[src/rtl/cmp_pkg.sv]
// Shared types and constants for the bit-serial magnitude comparator.
`timescale 1ns / 1ps

package cmp_pkg;

  localparam int CMP_DEFAULT_WIDTH = 8;

  typedef enum logic {
    IDLE  = 1'b0,
    SHIFT = 1'b1
  } cmp_state_e;

  typedef struct packed {
    logic eq;
    logic gt;
    logic lt;
  } cmp_result_t;

  localparam cmp_result_t CMP_RESULT_NONE = '{eq: 1'b0, gt: 1'b0, lt: 1'b0};

  // Turn the two sticky running flags into a one-hot verdict.
  // With neither flag set the operands matched on every bit.
  function automatic cmp_result_t cmp_resolve(input logic gt, input logic lt);
    cmp_result_t res;
    res.eq = ~gt & ~lt;
    res.gt = gt;
    res.lt = lt;
    return res;
  endfunction

endpackage

[src/rtl/cmp_bit_cell.sv]
// Single-bit compare cell: classifies one bit pair as equal, greater or less.
`timescale 1ns / 1ps

module cmp_bit_cell (
  input  logic x,
  input  logic y,
  output logic eq_b,
  output logic gt_b,
  output logic lt_b
);

  assign eq_b = ~(x ^ y);
  assign gt_b = x & ~y;
  assign lt_b = ~x & y;

endmodule

[src/rtl/serial_mag_comparator.sv]
// Bit-serial unsigned magnitude comparator. Operands are latched on an
// accepted start, then walked MSB-first one bit pair per clock through a
// single compare cell. The first differing pair decides the verdict; the
// verdict is registered and announced with a one-cycle done pulse.
`timescale 1ns / 1ps

module serial_mag_comparator
  import cmp_pkg::*;
#(
  parameter int WIDTH      = CMP_DEFAULT_WIDTH,
  parameter int EARLY_EXIT = 0
) (
  input  logic             clk,
  input  logic             rst_n,
  input  logic             start,
  input  logic [WIDTH-1:0] a,
  input  logic [WIDTH-1:0] b,
  output logic             busy,
  output logic             done,
  output logic             eq,
  output logic             gt,
  output logic             lt
);

  localparam int CNT_W = $clog2(WIDTH);
  localparam bit EARLY = (EARLY_EXIT != 0);

  cmp_state_e       r_state;
  logic [WIDTH-1:0] r_sa;
  logic [WIDTH-1:0] r_sb;
  logic [CNT_W-1:0] r_cnt;
  logic             r_gt;
  logic             r_lt;
  logic             r_busy;
  logic             r_done;
  cmp_result_t      r_res;

  logic             w_eq_b;
  logic             w_gt_b;
  logic             w_lt_b;
  logic             w_undecided;
  logic             w_gt_next;
  logic             w_lt_next;
  logic             w_last;

  // The one compare cell always looks at the current shift-register MSBs.
  cmp_bit_cell u_cell (
    .x    (r_sa[WIDTH-1]),
    .y    (r_sb[WIDTH-1]),
    .eq_b (w_eq_b),
    .gt_b (w_gt_b),
    .lt_b (w_lt_b)
  );

  // Next running flags and the finish decision for the pair under compare.
  always_comb begin
    // NOTE: every signal written here gets a value on every path, starting
    // with these defaults, so no latch can be inferred.
    w_undecided = 1'b0;
    w_gt_next   = 1'b0;
    w_lt_next   = 1'b0;
    w_last      = 1'b0;

    w_undecided = ~r_gt & ~r_lt;
    // Flags are sticky: only the first differing pair may set one.
    w_gt_next   = r_gt | (w_undecided & w_gt_b);
    w_lt_next   = r_lt | (w_undecided & w_lt_b);
    w_last      = (r_cnt == '0) || (EARLY && !w_eq_b);
  end

  // Control FSM with the datapath registers and registered outputs.
  always_ff @(posedge clk) begin
    // NOTE: all sequential state uses non-blocking assignments so every
    // register samples pre-edge values, whatever the statement order.
    if (!rst_n) begin
      // NOTE: the operand shift registers are plain flops, not a memory,
      // so clearing them on reset is cheap and keeps state deterministic.
      r_state <= IDLE;
      r_sa    <= '0;
      r_sb    <= '0;
      r_cnt   <= '0;
      r_gt    <= 1'b0;
      r_lt    <= 1'b0;
      r_busy  <= 1'b0;
      r_done  <= 1'b0;
      r_res   <= CMP_RESULT_NONE;
    end else begin
      r_done <= 1'b0;
      case (r_state)
        IDLE: begin
          if (start) begin
            r_sa    <= a;
            r_sb    <= b;
            r_cnt   <= CNT_W'(WIDTH - 1);
            r_gt    <= 1'b0;
            r_lt    <= 1'b0;
            r_busy  <= 1'b1;
            r_state <= SHIFT;
          end
        end
        SHIFT: begin
          r_gt  <= w_gt_next;
          r_lt  <= w_lt_next;
          r_sa  <= {r_sa[WIDTH-2:0], 1'b0};
          r_sb  <= {r_sb[WIDTH-2:0], 1'b0};
          r_cnt <= r_cnt - CNT_W'(1);
          if (w_last) begin
            r_res   <= cmp_resolve(w_gt_next, w_lt_next);
            r_done  <= 1'b1;
            r_busy  <= 1'b0;
            r_state <= IDLE;
          end
        end
        default: begin
          r_busy  <= 1'b0;
          r_state <= IDLE;
        end
      endcase
    end
  end

  assign busy = r_busy;
  assign done = r_done;
  assign eq   = r_res.eq;
  assign gt   = r_res.gt;
  assign lt   = r_res.lt;

endmodule
[config.mk]
export PLATFORM = sky130hd
export DESIGN_NAME = serial_mag_comparator
export DESIGN_NICKNAME = d
export VERILOG_FILES = /design/src/rtl/cmp_pkg.sv /design/src/rtl/cmp_bit_cell.sv /design/src/rtl/serial_mag_comparator.sv
export SDC_FILE = /design/constraint.sdc
export NUM_CORES = 1
export LEC_CHECK = 0
export BUFFER_PORTS_ARGS = -buffer_cell sky130_fd_sc_hd__buf_2
export CORE_UTILIZATION = 52
export DETAILED_ROUTE_END_ITERATION = 16
export GPL_TIMING_DRIVEN = 0
export MAX_ROUTING_LAYER = met4
export PLACE_DENSITY_LB_ADDON = 0.12
export SETUP_SLACK_MARGIN = 0.05
export SYNTH_ARGS = -nofsm -noshare
export SYNTH_HDL_FRONTEND = slang
export SYNTH_SLANG_ARGS = --single-unit
[constraint.sdc]
create_clock -name clk -period 1.6 [get_ports clk]
set_input_delay 0.32 -clock clk [delete_from_list [all_inputs] [get_ports clk]]
set_output_delay 0.32 -clock clk [all_outputs]
set_load 0.02 [all_outputs]
Yosys cells after proc, flatten, opt, wreduce, memory -nomap -nowiden
Cells that the tools add are included.
Widths: inputs -> output; s select.
{ "totals": {"register_bits": 27} }
{ "classes": {"add_sub_neg": 1, "eq_ne": 2, "n_mux": 16, "bitwise": 15, "reduce_logical": 4} }
{ "op_table": {"columns": ["cell", "count"], "rows": [
  ["$pmux 8 s2", 2],
  ["$mux 8", 2],
  ["$pmux 1 s2", 4],
  ["$not 1->1", 7],
  ["$and 1x1->1", 6],
  ["$mux 1", 6],
  ["$pmux 3 s2", 1],
  ["$reduce_and 2->1", 3],
  ["$logic_not 3->1", 1],
  ["$mux 3", 1],
  ["$sub 3x1->3 const B", 1],
  ["$ne 2x1->1 const B", 1],
  ["$ne 2x2->1 const B", 1],
  ["$or 1x1->1", 2]
]} }

Depth between registers and ports, before layout
Gate-level depths: netlist of the first run.
{ "depth": {"word_depth": 6, "ltp_mapped": 5, "ltp_nobuf": 5} }

Hierarchy
From an unflattened synthesis of the first run, not the netlist that was laid out.
{ "hier_totals": {"cells_unflattened": 123, "hier_area_um2": 1164.9} }
{ "by_module_without_submodules": {"columns": ["mod", "instances", "cells_each", "area_per_inst_um2", "seq_area_each_um2"], "rows": [
  ["serial_mag_comparator", 1, 119, 1132.3, 540.5],
  ["cmp_bit_cell", 1, 4, 32.5, 0.0]
]} }

Worst setup path after synthesis of the first run
OpenSTA, ideal clock, no wires.
{ "synth_timing": {"path_type": "register -> register", "from": "register r_cnt[0]", "to": "register r_res (netlist bit eq)", "setup_ns": 0.070, "t_arrival_ns": 1.244, "required_time_ns": 1.530, "setup_slack_ns": 0.286, "path_stages_with_launch": 6, "path_buffers": 0, "synth_period_minus_slack_ns": 1.314, "path_cell_list": "dfxtp_1 -> inv_1 -> ha_1 -> nand3b_4 -> or4_1 -> a21oi_1"} }
{ "synth_between": {"elab_chain_len": 2} }
{ "synth_rtl": {"columns": ["item", "line", "rtl"], "rows": [
  ["from (decl)", "serial_mag_comparator.sv:31", "logic [CNT_W-1:0] r_cnt;"],
  ["from (signal assigned)", "serial_mag_comparator.sv:94", "r_cnt <= CNT_W'(WIDTH - 1);"],
  ["from (signal assigned)", "serial_mag_comparator.sv:106", "r_cnt <= r_cnt - CNT_W'(1);"],
  ["$logic_not 3->1", "serial_mag_comparator.sv:68", "w_last = (r_cnt == '0) || (EARLY && !w_eq_b);"],
  ["$reduce_and 2->1 (no line)", null, null],
  ["to (signal assigned)", "serial_mag_comparator.sv:108", "r_res <= cmp_resolve(w_gt_next, w_lt_next);"],
  ["to (decl)", "serial_mag_comparator.sv:36", "cmp_result_t r_res;"]
]} }
No other way between the ends.
A chain may end at the register's enable or synchronous reset.

Worst setup path in the final report of the first run
Same ends and word-level chain as after synthesis.

==> metrics.txt, run 1 <==
# TYPE chip_impl_metric gauge
chip_impl_metric{name="cts-root-to-sink-buffers",unit=""} 2
chip_impl_metric{name="final_net_count",unit=""} 170
chip_impl_metric{name="normalized_max_slew_margin",unit="%"} 68.7
chip_impl_metric{name="route.detailed.drc",unit=""} 0
chip_impl_metric{name="grt_pass1_vias",unit=""} 819
chip_impl_metric{name="crit_arrival",unit="ns"} 1.70
chip_impl_info{name="yosys-top-cells-count",value="27 x sky130_fd_sc_hd__dfxtp_1, 17 x sky130_fd_sc_hd__nand2_1, 16 x sky130_fd_sc_hd__mux2i_1"} 1
chip_impl_metric{name="avgRoutedWirePerCell",unit="um"} 12.7
chip_impl_metric{name="post_cts.resized_instances",unit=""} 0
chip_impl_metric{name="dp_hpwl",unit="um"} 1630
chip_impl_metric{name="number_of_primary_i_o_pins",unit=""} 24
chip_impl_metric{name="timing.critical_path.required",unit="ns"} 1.86
chip_impl_metric{name="maxSlewViolCount",unit=""} 0
chip_impl_metric{name="totalNegativeSetupSlack",unit="ns"} 0
chip_impl_metric{name="num_vias",unit=""} 958
chip_impl_metric{name="portBuffers",unit=""} 22
chip_impl_metric{name="grt_max_degree",unit=""} 15
chip_impl_metric{name="initial_utilization",unit="%"} 57.5
chip_impl_metric{name="netSwitchingFraction",unit="%"} 27.7
chip_impl_metric{name="p_per_area",unit="mW/mm2"} 971
chip_impl_info{name="critPathLaunchType",value="register"} 1
chip_impl_metric{name="num-fill-cells",unit=""} 182
chip_impl_metric{name="min_delay_path_depth",unit=""} 3
chip_impl_metric{name="finalClockSkew",unit="ns"} 0.00350
chip_impl_metric{name="net_switching_power",unit="uW"} 362
chip_impl_metric{name="max-vdd-ir-drop",unit="mV"} 0.629
chip_impl_metric{name="final_layout_size_suffix_gt1_share",unit="%"} 20.3
chip_impl_metric{name="multi_input_logic_area",unit="um2"} 577
chip_impl_info{name="crit-reg2reg-capture",value="eq"} 1
chip_impl_metric{name="ys.warnings.count",unit=""} 0
chip_impl_info{name="outcome",value="finished, final reports clean"} 1
chip_impl_metric{name="post_synth_instance_area",unit="mm2"} 0.00117
chip_impl_info{name="synth_top_cells_by_area",value="sky130_fd_sc_hd__dfxtp_1 46%, sky130_fd_sc_hd__mux2i_1 14%, sky130_fd_sc_hd__o211a_1 12%"} 1
chip_impl_metric{name="totalWireLength",unit="um"} 2220
chip_impl_metric{name="cts.sink_count",unit=""} 27
chip_impl_info{name="timing.rr.start",value="r_cnt[0]"} 1
chip_impl_metric{name="drt_pre_antenna_iters",unit=""} 4
chip_impl_metric{name="worstSkewPairLatency",unit="ns"} 0.32
chip_impl_info{name="hold_wc_path_type",value="in -> reg"} 1
chip_impl_info{name="post-synth-top-count-cell",value="sky130_fd_sc_hd__dfxtp_1"} 1
chip_impl_metric{name="grt.total_usage",unit="%"} 20.3
chip_impl_metric{name="chipWidth",unit="um"} 49.5
chip_impl_metric{name="internal-power",unit="uW"} 944
chip_impl_info{name="crit_path_cell_trace",value="inv_1, ha_1, nand3b_4, or4_1, a21oi_1"} 1
chip_impl_metric{name="seqCellArea",unit="um2"} 541
chip_impl_metric{name="tritoncts.num_buffers",unit=""} 3
chip_impl_info{name="min_delay_worst_endpoint",value="r_sa[0]"} 1
chip_impl_metric{name="stdcell_count",unit=""} 175
chip_impl_metric{name="final-setup-viol-count",unit=""} 0
chip_impl_metric{name="tightestPinTransition",unit="ns"} 0.470
chip_impl_metric{name="fmax",unit="MHz"} 695
chip_impl_metric{name="final_hold_viol_count",unit=""} 0
chip_impl_info{name="largest_registers",value="r_sa x8, r_sb x8, r_cnt x3"} 1
chip_impl_metric{name="synthesis.area_per_instance",unit="um2"} 9.63
chip_impl_metric{name="synth.lib_cells_used.distinct",unit=""} 20
chip_impl_info{name="highest-signal-layer",value="met4"} 1
chip_impl_metric{name="clock_power_share",unit="%"} 22.2
chip_impl_metric{name="viasPerCell",unit=""} 5.47
chip_impl_metric{name="post_synth_inst_count",unit=""} 122
chip_impl_metric{name="global_route_wire_length_before_repair",unit="um"} 3670
chip_impl_metric{name="cts_setup_buffers",unit=""} 0
chip_impl_metric{name="num_rows",unit=""} 16
chip_impl_info{name="worst_hold_startpoint",value="a[0]"} 1
chip_impl_metric{name="final.period_utilization",unit="%"} 89.9
chip_impl_metric{name="rr_worst_depth",unit=""} 5
chip_impl_metric{name="portion_of_synthesized_cell_area_occupied_by_the_leading_cell_type",unit="%"} 46.0
chip_impl_metric{name="final_antenna_net_count",unit=""} 0
chip_impl_info{name="cts_root_buf",value="sky130_fd_sc_hd__clkbuf_4"} 1
chip_impl_metric{name="comb_power_share",unit="%"} 18.9
chip_impl_metric{name="synth-edff-count",unit=""} 0
chip_impl_metric{name="power.static_leakage",unit="uW"} 0.000765
chip_impl_info{name="rsz0062_at_grt",value="false"} 1
chip_impl_metric{name="placeable_area",unit="mm2"} 0.00204
chip_impl_metric{name="ys_async_sr_fraction",unit="%"} 0
chip_impl_metric{name="globalRoute.totalOverflow",unit=""} 0
chip_impl_metric{name="cts_hold_buf",unit=""} 0
chip_impl_metric{name="path_clk_slew",unit="ns"} 0.14
chip_impl_metric{name="drt-initial-drc-count",unit=""} 18
chip_impl_metric{name="drt-met1-wl",unit="um"} 1120
chip_impl_info{name="worst_path_max_delay_cell",value="sky130_fd_sc_hd__or4_1"} 1
chip_impl_metric{name="max-cap-violations",unit=""} 0
chip_impl_metric{name="antenna_found_initial",unit=""} 0
chip_impl_metric{name="htree_num_levels",unit=""} 1
chip_impl_metric{name="floorplan_die_area",unit="mm2"} 0.00245
chip_impl_metric{name="globalplace.congestion",unit=""} 0.820
chip_impl_metric{name="layout_min_cycle_time",unit="ns"} 1.44
chip_impl_metric{name="flow.area_growth_from_synthesis",unit="%"} 14.5
chip_impl_metric{name="slowest_stage_delay_on_critical_path",unit="ns"} 0.48
chip_impl_metric{name="path_max_fanout",unit=""} 5
chip_impl_info{name="cts_tree",value="built"} 1
chip_impl_metric{name="die_height",unit="um"} 49.5
chip_impl_info{name="synth_flop_cell",value="sky130_fd_sc_hd__dfxtp_1"} 1
chip_impl_metric{name="antenna_cells_inserted",unit=""} 0
chip_impl_metric{name="synth.net_count",unit=""} 143
chip_impl_metric{name="timing.reg2reg.setup_slack",unit="ns"} 0.16
chip_impl_metric{name="met3_wirelength",unit="um"} 74
chip_impl_metric{name="pwr-share-seq",unit="%"} 58.9
chip_impl_info{name="end_kind",value="register"} 1
chip_impl_metric{name="numPlacedInstances",unit=""} 171
chip_impl_info{name="timing_worst_setup_path_type",value="reg -> reg"} 1
chip_impl_metric{name="met2WireLength",unit="um"} 999
chip_impl_info{name="synth_top_cell_by_area",value="sky130_fd_sc_hd__dfxtp_1"} 1
chip_impl_metric{name="synth_seq_cells",unit=""} 27
chip_impl_metric{name="seq_area_frac_synth",unit="%"} 46.0
[layout by cell type, fill, tap and decap left out, types with 3 or more instances in the layout]
cell	n
sky130_fd_sc_hd__a21oi_1	6
sky130_fd_sc_hd__mux2i_1	16
sky130_fd_sc_hd__o211a_1	14
sky130_fd_sc_hd__nor2_1	9
sky130_fd_sc_hd__buf_2	26
sky130_fd_sc_hd__dfxtp_1	27
sky130_fd_sc_hd__clkbuf_4	3
sky130_fd_sc_hd__clkbuf_1	5
sky130_fd_sc_hd__inv_1	6
sky130_fd_sc_hd__nand2_1	17
sky130_fd_sc_hd__nor3_1	5
[per-layer routing]
metal / vias up / track usage (%)
li1: 477 / -
met2: 22 / 30.4
met1: 455 / 27.8
met5: - / -
met4: 0 / 7.14
met3: 4 / 2.78
[per-stage QoR]
stage | total power (uW) | setup slack (ns) | hold WS [ns] | cell area [um2] | utilization, %
after global routing | 1380 | 0.0866 | 0.227 | 1350 | 65.9
after CTS | 1310 | 0.166 | 0.237 | 1350 | 65.9
after floorplan | 957 | 0.286 | 0.443 | 1170 | -
after global placement | 1020 | 0.217 | 0.438 | 1320 | 64.6
final | 1310 | 0.162 | 0.241 | 1350 | 65.9
after detailed placement | 1030 | 0.188 | 0.446 | 1320 | 64.6
[critical path, delay by kind of cell (launching register included)]
| kind | cells | cell delay, ns |
|---|---|---|
| AOI/OAI and AO/OA | 1 | 0.15 |
| DFF | 1 | 0.35 |
| buffers and inverters | 1 | 0.08 |
| and+or+nand+nor | 2 | 0.59 |
| adders and majority gates | 1 | 0.21 |
[cells by family after synthesis]
kind of cell    Yosys count  synth area share (%)
xor+xnor                  1                 0.746
fa+ha+maj                 2                  2.13
mux                      16                  13.6
simple gates             36                  14.8
compound gates           26                  17.8
buf+inv                  14                  4.90
flops                    27                  46.0
[area by class of cell]
class / instances / share of cell area [%]
multi-input cells: 81 / 42.9
flip-flops and latches: 27 / 40.2
repair buffers: 22 / 8.19
plain buffers: 8 / 2.60
well taps: 27 / 2.51
clock buffers: 4 / 1.95
inverters: 6 / 1.67
[worst max-delay path by stage]
| stage | from | to | slack (ns) | depth (start not counted) |
|---|---|---|---|---|
| 2_1_floorplan | r_cnt[0] | eq | 0.29 | 5 |
| 3_3_place_gp | r_cnt[0] | eq | 0.22 | 5 |
| 3_5_place_dp | r_cnt[0] | eq | 0.19 | 5 |
| 4_1_cts | r_cnt[0] | eq | 0.17 | 5 |
| 5_1_grt | r_cnt[0] | eq | 0.09 | 5 |
| 6_report | r_cnt[0] | eq | 0.16 | 5 |
[power by group through the flow]
stage                     clock network [uW]  logic, uW  registers, uW
final                                    290        247            768
after global routing                     326        278            775
after CTS                                297        248            768
after detailed placement                   0        246            783
after global placement                     0        238            780
after floorplan                            0        172            786
(Power assumes the default switching activity.)
==> inputs of run 2 (changes only) <==
Settings changed: CORE_ASPECT_RATIO set to 0.8.
==> metrics.txt, run 2 (same netlist as run 1, synthesis figures left out) <==
# TYPE chip_impl_metric gauge
chip_impl_metric{name="cts.sink_count",unit=""} 27
chip_impl_info{name="end_kind",value="register"} 1
chip_impl_metric{name="drt-initial-drc-count",unit=""} 7
chip_impl_metric{name="clock_power_share",unit="%"} 22.0
chip_impl_info{name="rsz0062_at_grt",value="false"} 1
chip_impl_metric{name="path_max_fanout",unit=""} 5
chip_impl_metric{name="grt_max_degree",unit=""} 15
chip_impl_metric{name="chipWidth",unit="um"} 55.1
chip_impl_metric{name="final-setup-viol-count",unit=""} 0
chip_impl_info{name="mostFrequentLayoutCell",value="sky130_fd_sc_hd__dfxtp_1"} 1
chip_impl_metric{name="portBuffers",unit=""} 22
chip_impl_metric{name="cts_hold_buf",unit=""} 0
chip_impl_info{name="critPathLaunchType",value="register"} 1
chip_impl_metric{name="max-cap-violations",unit=""} 0
chip_impl_metric{name="final_layout_size_suffix_gt1_share",unit="%"} 20.3
chip_impl_metric{name="viasPerCell",unit=""} 5.47
chip_impl_metric{name="antenna_found_initial",unit=""} 0
chip_impl_metric{name="slowest_stage_delay_on_critical_path",unit="ns"} 0.47
chip_impl_metric{name="timing.critical_path.required",unit="ns"} 1.86
chip_impl_metric{name="grt_pass1_vias",unit=""} 866
chip_impl_metric{name="number_of_primary_i_o_pins",unit=""} 24
chip_impl_metric{name="flow.area_growth_from_synthesis",unit="%"} 14.2
chip_impl_metric{name="path_clk_slew",unit="ns"} 0.13
chip_impl_info{name="timing_worst_setup_path_type",value="reg -> reg"} 1
chip_impl_metric{name="internal-power",unit="uW"} 944
chip_impl_info{name="cts_tree",value="built"} 1
chip_impl_metric{name="seqCellArea",unit="um2"} 541
chip_impl_metric{name="num-fill-cells",unit=""} 192
chip_impl_metric{name="maxSlewViolCount",unit=""} 0
chip_impl_metric{name="cts-root-to-sink-buffers",unit=""} 2
chip_impl_metric{name="comb_power_share",unit="%"} 19.0
chip_impl_metric{name="num_vias",unit=""} 940
chip_impl_metric{name="route.detailed.drc",unit=""} 0
chip_impl_metric{name="fmax",unit="MHz"} 699
chip_impl_metric{name="avgRoutedWirePerCell",unit="um"} 13.1
chip_impl_info{name="worst_path_max_delay_cell",value="sky130_fd_sc_hd__or4_1"} 1
chip_impl_metric{name="finalClockSkew",unit="ns"} 0.00328
chip_impl_info{name="outcome",value="finished, final reports clean"} 1
chip_impl_metric{name="dp_hpwl",unit="um"} 1650
chip_impl_metric{name="power.static_leakage",unit="uW"} 0.000765
chip_impl_metric{name="globalplace.congestion",unit=""} 0.768
chip_impl_metric{name="netSwitchingFraction",unit="%"} 27.4
chip_impl_metric{name="final_net_count",unit=""} 170
chip_impl_metric{name="max-vdd-ir-drop",unit="mV"} 0.685
chip_impl_metric{name="totalWireLength",unit="um"} 2250
chip_impl_metric{name="hold-worst-slack",unit="ns"} 0.243
chip_impl_metric{name="pwr-share-seq",unit="%"} 59.0
chip_impl_metric{name="floorplan_die_area",unit="mm2"} 0.00245
chip_impl_metric{name="grt.total_usage",unit="%"} 22.6
chip_impl_metric{name="net_switching_power",unit="uW"} 356
chip_impl_metric{name="multi_input_logic_area",unit="um2"} 577
chip_impl_metric{name="final_hold_viol_count",unit=""} 0
chip_impl_metric{name="worstSkewPairLatency",unit="ns"} 0.32
chip_impl_metric{name="global_route_wire_length_before_repair",unit="um"} 3730
chip_impl_metric{name="tritoncts.num_buffers",unit=""} 3
chip_impl_info{name="most-common-layout-cells",value="27 x sky130_fd_sc_hd__dfxtp_1, 26 x sky130_fd_sc_hd__buf_2, 17 x sky130_fd_sc_hd__nand2_1"} 1
chip_impl_info{name="critical-path-top-delay-family",value="simple AND/OR/NAND/NOR gates"} 1
chip_impl_metric{name="final.period_utilization",unit="%"} 89.4
chip_impl_metric{name="die_height",unit="um"} 44.5
chip_impl_info{name="cts_root_buf",value="sky130_fd_sc_hd__clkbuf_4"} 1
chip_impl_metric{name="crit_arrival",unit="ns"} 1.69
chip_impl_metric{name="initial_utilization",unit="%"} 58.8
chip_impl_metric{name="post_cts.resized_instances",unit=""} 0
chip_impl_metric{name="path_buf_inv",unit=""} 1
chip_impl_info{name="hold_wc_path_type",value="in -> reg"} 1
chip_impl_metric{name="layout_min_cycle_time",unit="ns"} 1.43
chip_impl_metric{name="tightestPinTransition",unit="ns"} 0.479
chip_impl_metric{name="totalNegativeSetupSlack",unit="ns"} 0
chip_impl_info{name="crit_path_cell_trace",value="inv_1, ha_1, nand3b_4, or4_1, a21oi_1"} 1
chip_impl_metric{name="drt_pre_antenna_iters",unit=""} 4
chip_impl_metric{name="antenna_cells_inserted",unit=""} 0
chip_impl_metric{name="final_antenna_net_count",unit=""} 0
chip_impl_metric{name="p_per_area",unit="mW/mm2"} 969
chip_impl_info{name="largest_registers",value="r_sa x8, r_sb x8, r_cnt x3"} 1
chip_impl_metric{name="htree_num_levels",unit=""} 1
chip_impl_metric{name="cts_setup_buffers",unit=""} 0
chip_impl_metric{name="placeable_area",unit="mm2"} 0.00200
chip_impl_metric{name="globalRoute.totalOverflow",unit=""} 0
chip_impl_metric{name="num_rows",unit=""} 14
chip_impl_metric{name="normalized_max_slew_margin",unit="%"} 68.0
==> run 2: cell counts in the layout (fill, tap and decap cells not counted) <==
Identical to the previous run, type by type.
==> run 2: routing by layer <==
metal / share of wire [%] / track usage (%) / routed length (um) / vias up
li1: - / - / - / 480
met1: 50 / 28.1 / 1130 / 434
met2: 45 / 35.2 / 1010 / 24
met3: 4.1 / 7.22 / 93 / 2
met4: 0.85 / 6.00 / 19 / 0
met5: 0 / - / 0 / -
==> run 2: worst paths after layout <==
kind	startpoint	end	slack [ns]	depth (start not counted)
worst min register to register	eq	eq	0.48	2
worst max register to register	r_cnt[0]	eq	0.17	5
worst max-delay path	r_cnt[0]	eq	0.17	5
worst min-delay path	a[0]	r_sa[0]	0.24	3
==> run 2: power groups by stage <==
stage / Clock (uW) / Combinational [uW] / Sequential [uW]
global placement: 0 / 238 / 779
finish: 286 / 247 / 767
global route: 317 / 280 / 776
floorplan: 0 / 172 / 786
detailed placement: 0 / 247 / 783
CTS: 295 / 248 / 767
==> run 2: area by class of cell <==
type / count / share of cell area (%)
plain buffers: 8 / 2.61
repair buffers: 22 / 8.21
multi-input cells: 81 / 43.0
well taps: 24 / 2.24
flip-flops and latches: 27 / 40.3
inverters: 6 / 1.68
clock buffers: 4 / 1.96
==> run 2: stage by stage <==
| stage | total power, uW | instance area, um2 | cells | utilization [%] | setup WS [ns] |
|---|---|---|---|---|---|
| final | 1300 | 1340 | 172 | 67.2 | 0.169 |
| after detailed placement | 1030 | 1320 | 168 | 65.9 | 0.192 |
| after CTS | 1310 | 1340 | 172 | 67.2 | 0.167 |
| after global placement | 1020 | 1320 | 168 | 65.9 | 0.221 |
| after global routing | 1370 | 1340 | 172 | 67.2 | 0.0783 |
| after floorplan | 957 | 1170 | 122 | - | 0.286 |
==> run 2: worst register-to-register path, cell delays in order (launching register included) <==
cell and delay, ns:
sky130_fd_sc_hd__dfxtp_1 0.35, sky130_fd_sc_hd__inv_1 0.08, sky130_fd_sc_hd__ha_1 0.21, sky130_fd_sc_hd__nand3b_4 0.11, sky130_fd_sc_hd__or4_1 0.47, sky130_fd_sc_hd__a21oi_1 0.16
==> inputs of run 3 (changes only) <==
Settings changed: CAP_MARGIN set to 20, CORE_UTILIZATION 52 to 55, CTS_BUF_LIST set to sky130_fd_sc_hd__clkbuf_8.
==> metrics.txt, run 3 (same netlist as run 1, synthesis figures left out) <==
# TYPE chip_impl_metric gauge
chip_impl_info{name="outcome",value="finished, final reports clean"} 1
chip_impl_metric{name="global_route_wire_length_before_repair",unit="um"} 3510
chip_impl_metric{name="die_height",unit="um"} 43.3
chip_impl_metric{name="placeable_area",unit="mm2"} 0.00194
chip_impl_metric{name="cts-root-to-sink-buffers",unit=""} 2
chip_impl_info{name="end_kind",value="register"} 1
chip_impl_metric{name="antenna_found_initial",unit=""} 0
chip_impl_metric{name="max-vdd-ir-drop",unit="mV"} 0.761
chip_impl_metric{name="dp_hpwl",unit="um"} 1580
chip_impl_metric{name="grt_pass1_vias",unit=""} 823
chip_impl_metric{name="dp_worst_setup_slack",unit="ns"} 0.201
chip_impl_metric{name="htree_num_levels",unit=""} 1
chip_impl_metric{name="cts_setup_buffers",unit=""} 0
chip_impl_metric{name="num-fill-cells",unit=""} 154
chip_impl_metric{name="setup_slack",unit="ns"} 0.187
chip_impl_info{name="critPathLaunchType",value="register"} 1
chip_impl_info{name="cts_tree",value="built"} 1
chip_impl_metric{name="totalWireLength",unit="um"} 2110
chip_impl_metric{name="met3_wirelength",unit="um"} 98
chip_impl_metric{name="crit_arrival",unit="ns"} 1.62
chip_impl_metric{name="fmax",unit="MHz"} 708
chip_impl_metric{name="utilization",unit="%"} 69.9
chip_impl_info{name="mostFrequentLayoutCell",value="sky130_fd_sc_hd__dfxtp_1"} 1
chip_impl_metric{name="p_per_area",unit="mW/mm2"} 1020
chip_impl_metric{name="timing.reg2reg.setup_slack",unit="ns"} 0.19
chip_impl_metric{name="final.period_utilization",unit="%"} 88.3
chip_impl_metric{name="met2WireLength",unit="um"} 979
chip_impl_metric{name="timing.critical_path.required",unit="ns"} 1.81
chip_impl_metric{name="final_hold_viol_count",unit=""} 0
chip_impl_metric{name="grt_max_degree",unit=""} 15
chip_impl_metric{name="floorplan_die_area",unit="mm2"} 0.00233
chip_impl_metric{name="post_cts.resized_instances",unit=""} 0
chip_impl_metric{name="maxSlewViolCount",unit=""} 0
chip_impl_metric{name="worstSkewPairLatency",unit="ns"} 0.27
chip_impl_metric{name="drt-met1-wl",unit="um"} 1040
chip_impl_info{name="highest-signal-layer",value="met3"} 1
chip_impl_metric{name="avgRoutedWirePerCell",unit="um"} 12.3
chip_impl_metric{name="seqCellArea",unit="um2"} 541
chip_impl_metric{name="globalplace.congestion",unit=""} 0.776
chip_impl_metric{name="layout_min_cycle_time",unit="ns"} 1.41
chip_impl_metric{name="cts.sink_count",unit=""} 27
chip_impl_metric{name="max-cap-violations",unit=""} 0
chip_impl_metric{name="cts_hold_buf",unit=""} 0
chip_impl_metric{name="normalized_max_slew_margin",unit="%"} 69.4
chip_impl_metric{name="route.detailed.drc",unit=""} 0
chip_impl_metric{name="number_of_primary_i_o_pins",unit=""} 24
chip_impl_metric{name="tritoncts.num_buffers",unit=""} 3
chip_impl_info{name="largest_registers",value="r_sa x8, r_sb x8, r_cnt x3"} 1
chip_impl_metric{name="initial_utilization",unit="%"} 60.4
chip_impl_metric{name="multi_input_logic_area",unit="um2"} 577
chip_impl_metric{name="final_layout_size_suffix_gt1_share",unit="%"} 20.3
chip_impl_metric{name="stdcell_count",unit=""} 172
chip_impl_metric{name="num_rows",unit=""} 14
chip_impl_metric{name="viasPerCell",unit=""} 5.41
chip_impl_info{name="most-common-layout-cells",value="27 x sky130_fd_sc_hd__dfxtp_1, 26 x sky130_fd_sc_hd__buf_2, 17 x sky130_fd_sc_hd__nand2_1"} 1
chip_impl_metric{name="drt_pre_antenna_iters",unit=""} 4
chip_impl_metric{name="antenna_cells_inserted",unit=""} 0
chip_impl_metric{name="path_max_fanout",unit=""} 5
chip_impl_info{name="rsz0062_at_grt",value="false"} 1
chip_impl_metric{name="grt.total_usage",unit="%"} 21.8
chip_impl_metric{name="tightestPinTransition",unit="ns"} 0.458
chip_impl_metric{name="numPlacedInstances",unit=""} 168
chip_impl_metric{name="hold-worst-slack",unit="ns"} 0.288
chip_impl_metric{name="power.static_leakage",unit="uW"} 0.000776
chip_impl_metric{name="flow.area_growth_from_synthesis",unit="%"} 15.8
chip_impl_info{name="timing_worst_setup_path_type",value="reg -> reg"} 1
chip_impl_info{name="cts_root_buf",value="sky130_fd_sc_hd__clkbuf_8"} 1
chip_impl_metric{name="totalNegativeSetupSlack",unit="ns"} 0
chip_impl_metric{name="portBuffers",unit=""} 22
chip_impl_metric{name="final_net_count",unit=""} 170
chip_impl_metric{name="drt-initial-drc-count",unit=""} 12
chip_impl_metric{name="final_antenna_net_count",unit=""} 0
chip_impl_metric{name="chipWidth",unit="um"} 53.7
chip_impl_metric{name="path_clk_slew",unit="ns"} 0.09
chip_impl_metric{name="finalClockSkew",unit="ns"} 0.00214
chip_impl_info{name="hold_wc_path_type",value="in -> reg"} 1
chip_impl_metric{name="num_vias",unit=""} 930
chip_impl_metric{name="globalRoute.totalOverflow",unit=""} 0
chip_impl_metric{name="final-setup-viol-count",unit=""} 0
## run 3: worst paths after layout
check,from,end,cells after the start
setup reg to reg,r_cnt[0],eq,5
hold / removal,b[0],r_sb[0],3
setup / recovery,r_cnt[0],eq,5
hold reg to reg,eq,eq,2
## run 3: worst max-delay path: stages (launching register included)
cell and delay (ns):
sky130_fd_sc_hd__dfxtp_1 0.33, sky130_fd_sc_hd__inv_1 0.08, sky130_fd_sc_hd__ha_1 0.22, sky130_fd_sc_hd__nand3b_4 0.11, sky130_fd_sc_hd__or4_1 0.47, sky130_fd_sc_hd__a21oi_1 0.14
## run 3: metrics by stage
step | cell area [um2] | power, uW
floorplan | 1170 | 957
global placement | 1320 | 1020
detailed placement | 1320 | 1030
CTS | 1360 | 1400
global route | 1360 | 1450
finish | 1360 | 1380
## run 3: routing by layer
metal  vias up  track usage (%)
met3         0             6.32
met5         -                -
met1       424             26.9
li1        481                -
met4         0             6.32
met2        25             34.1
## run 3: cell type report
cell class / count / area share, %
Tap cell: 24 / 2.21
Clock inverter: 1 / 0.276
Buffer: 8 / 2.58
Timing Repair Buffer: 22 / 8.10
Inverter: 6 / 1.66
Multi-Input combinational cell: 81 / 42.4
Clock buffer: 3 / 3.04
Sequential cell: 27 / 39.7
## run 3: power breakdown
| part | internal (uW) | total (uW) | switching [uW] |
|---|---|---|---|
| clock | 172 | 373 | 201 |
| combinational | 114 | 243 | 129 |
| sequential | 731 | 767 | 35.8 |
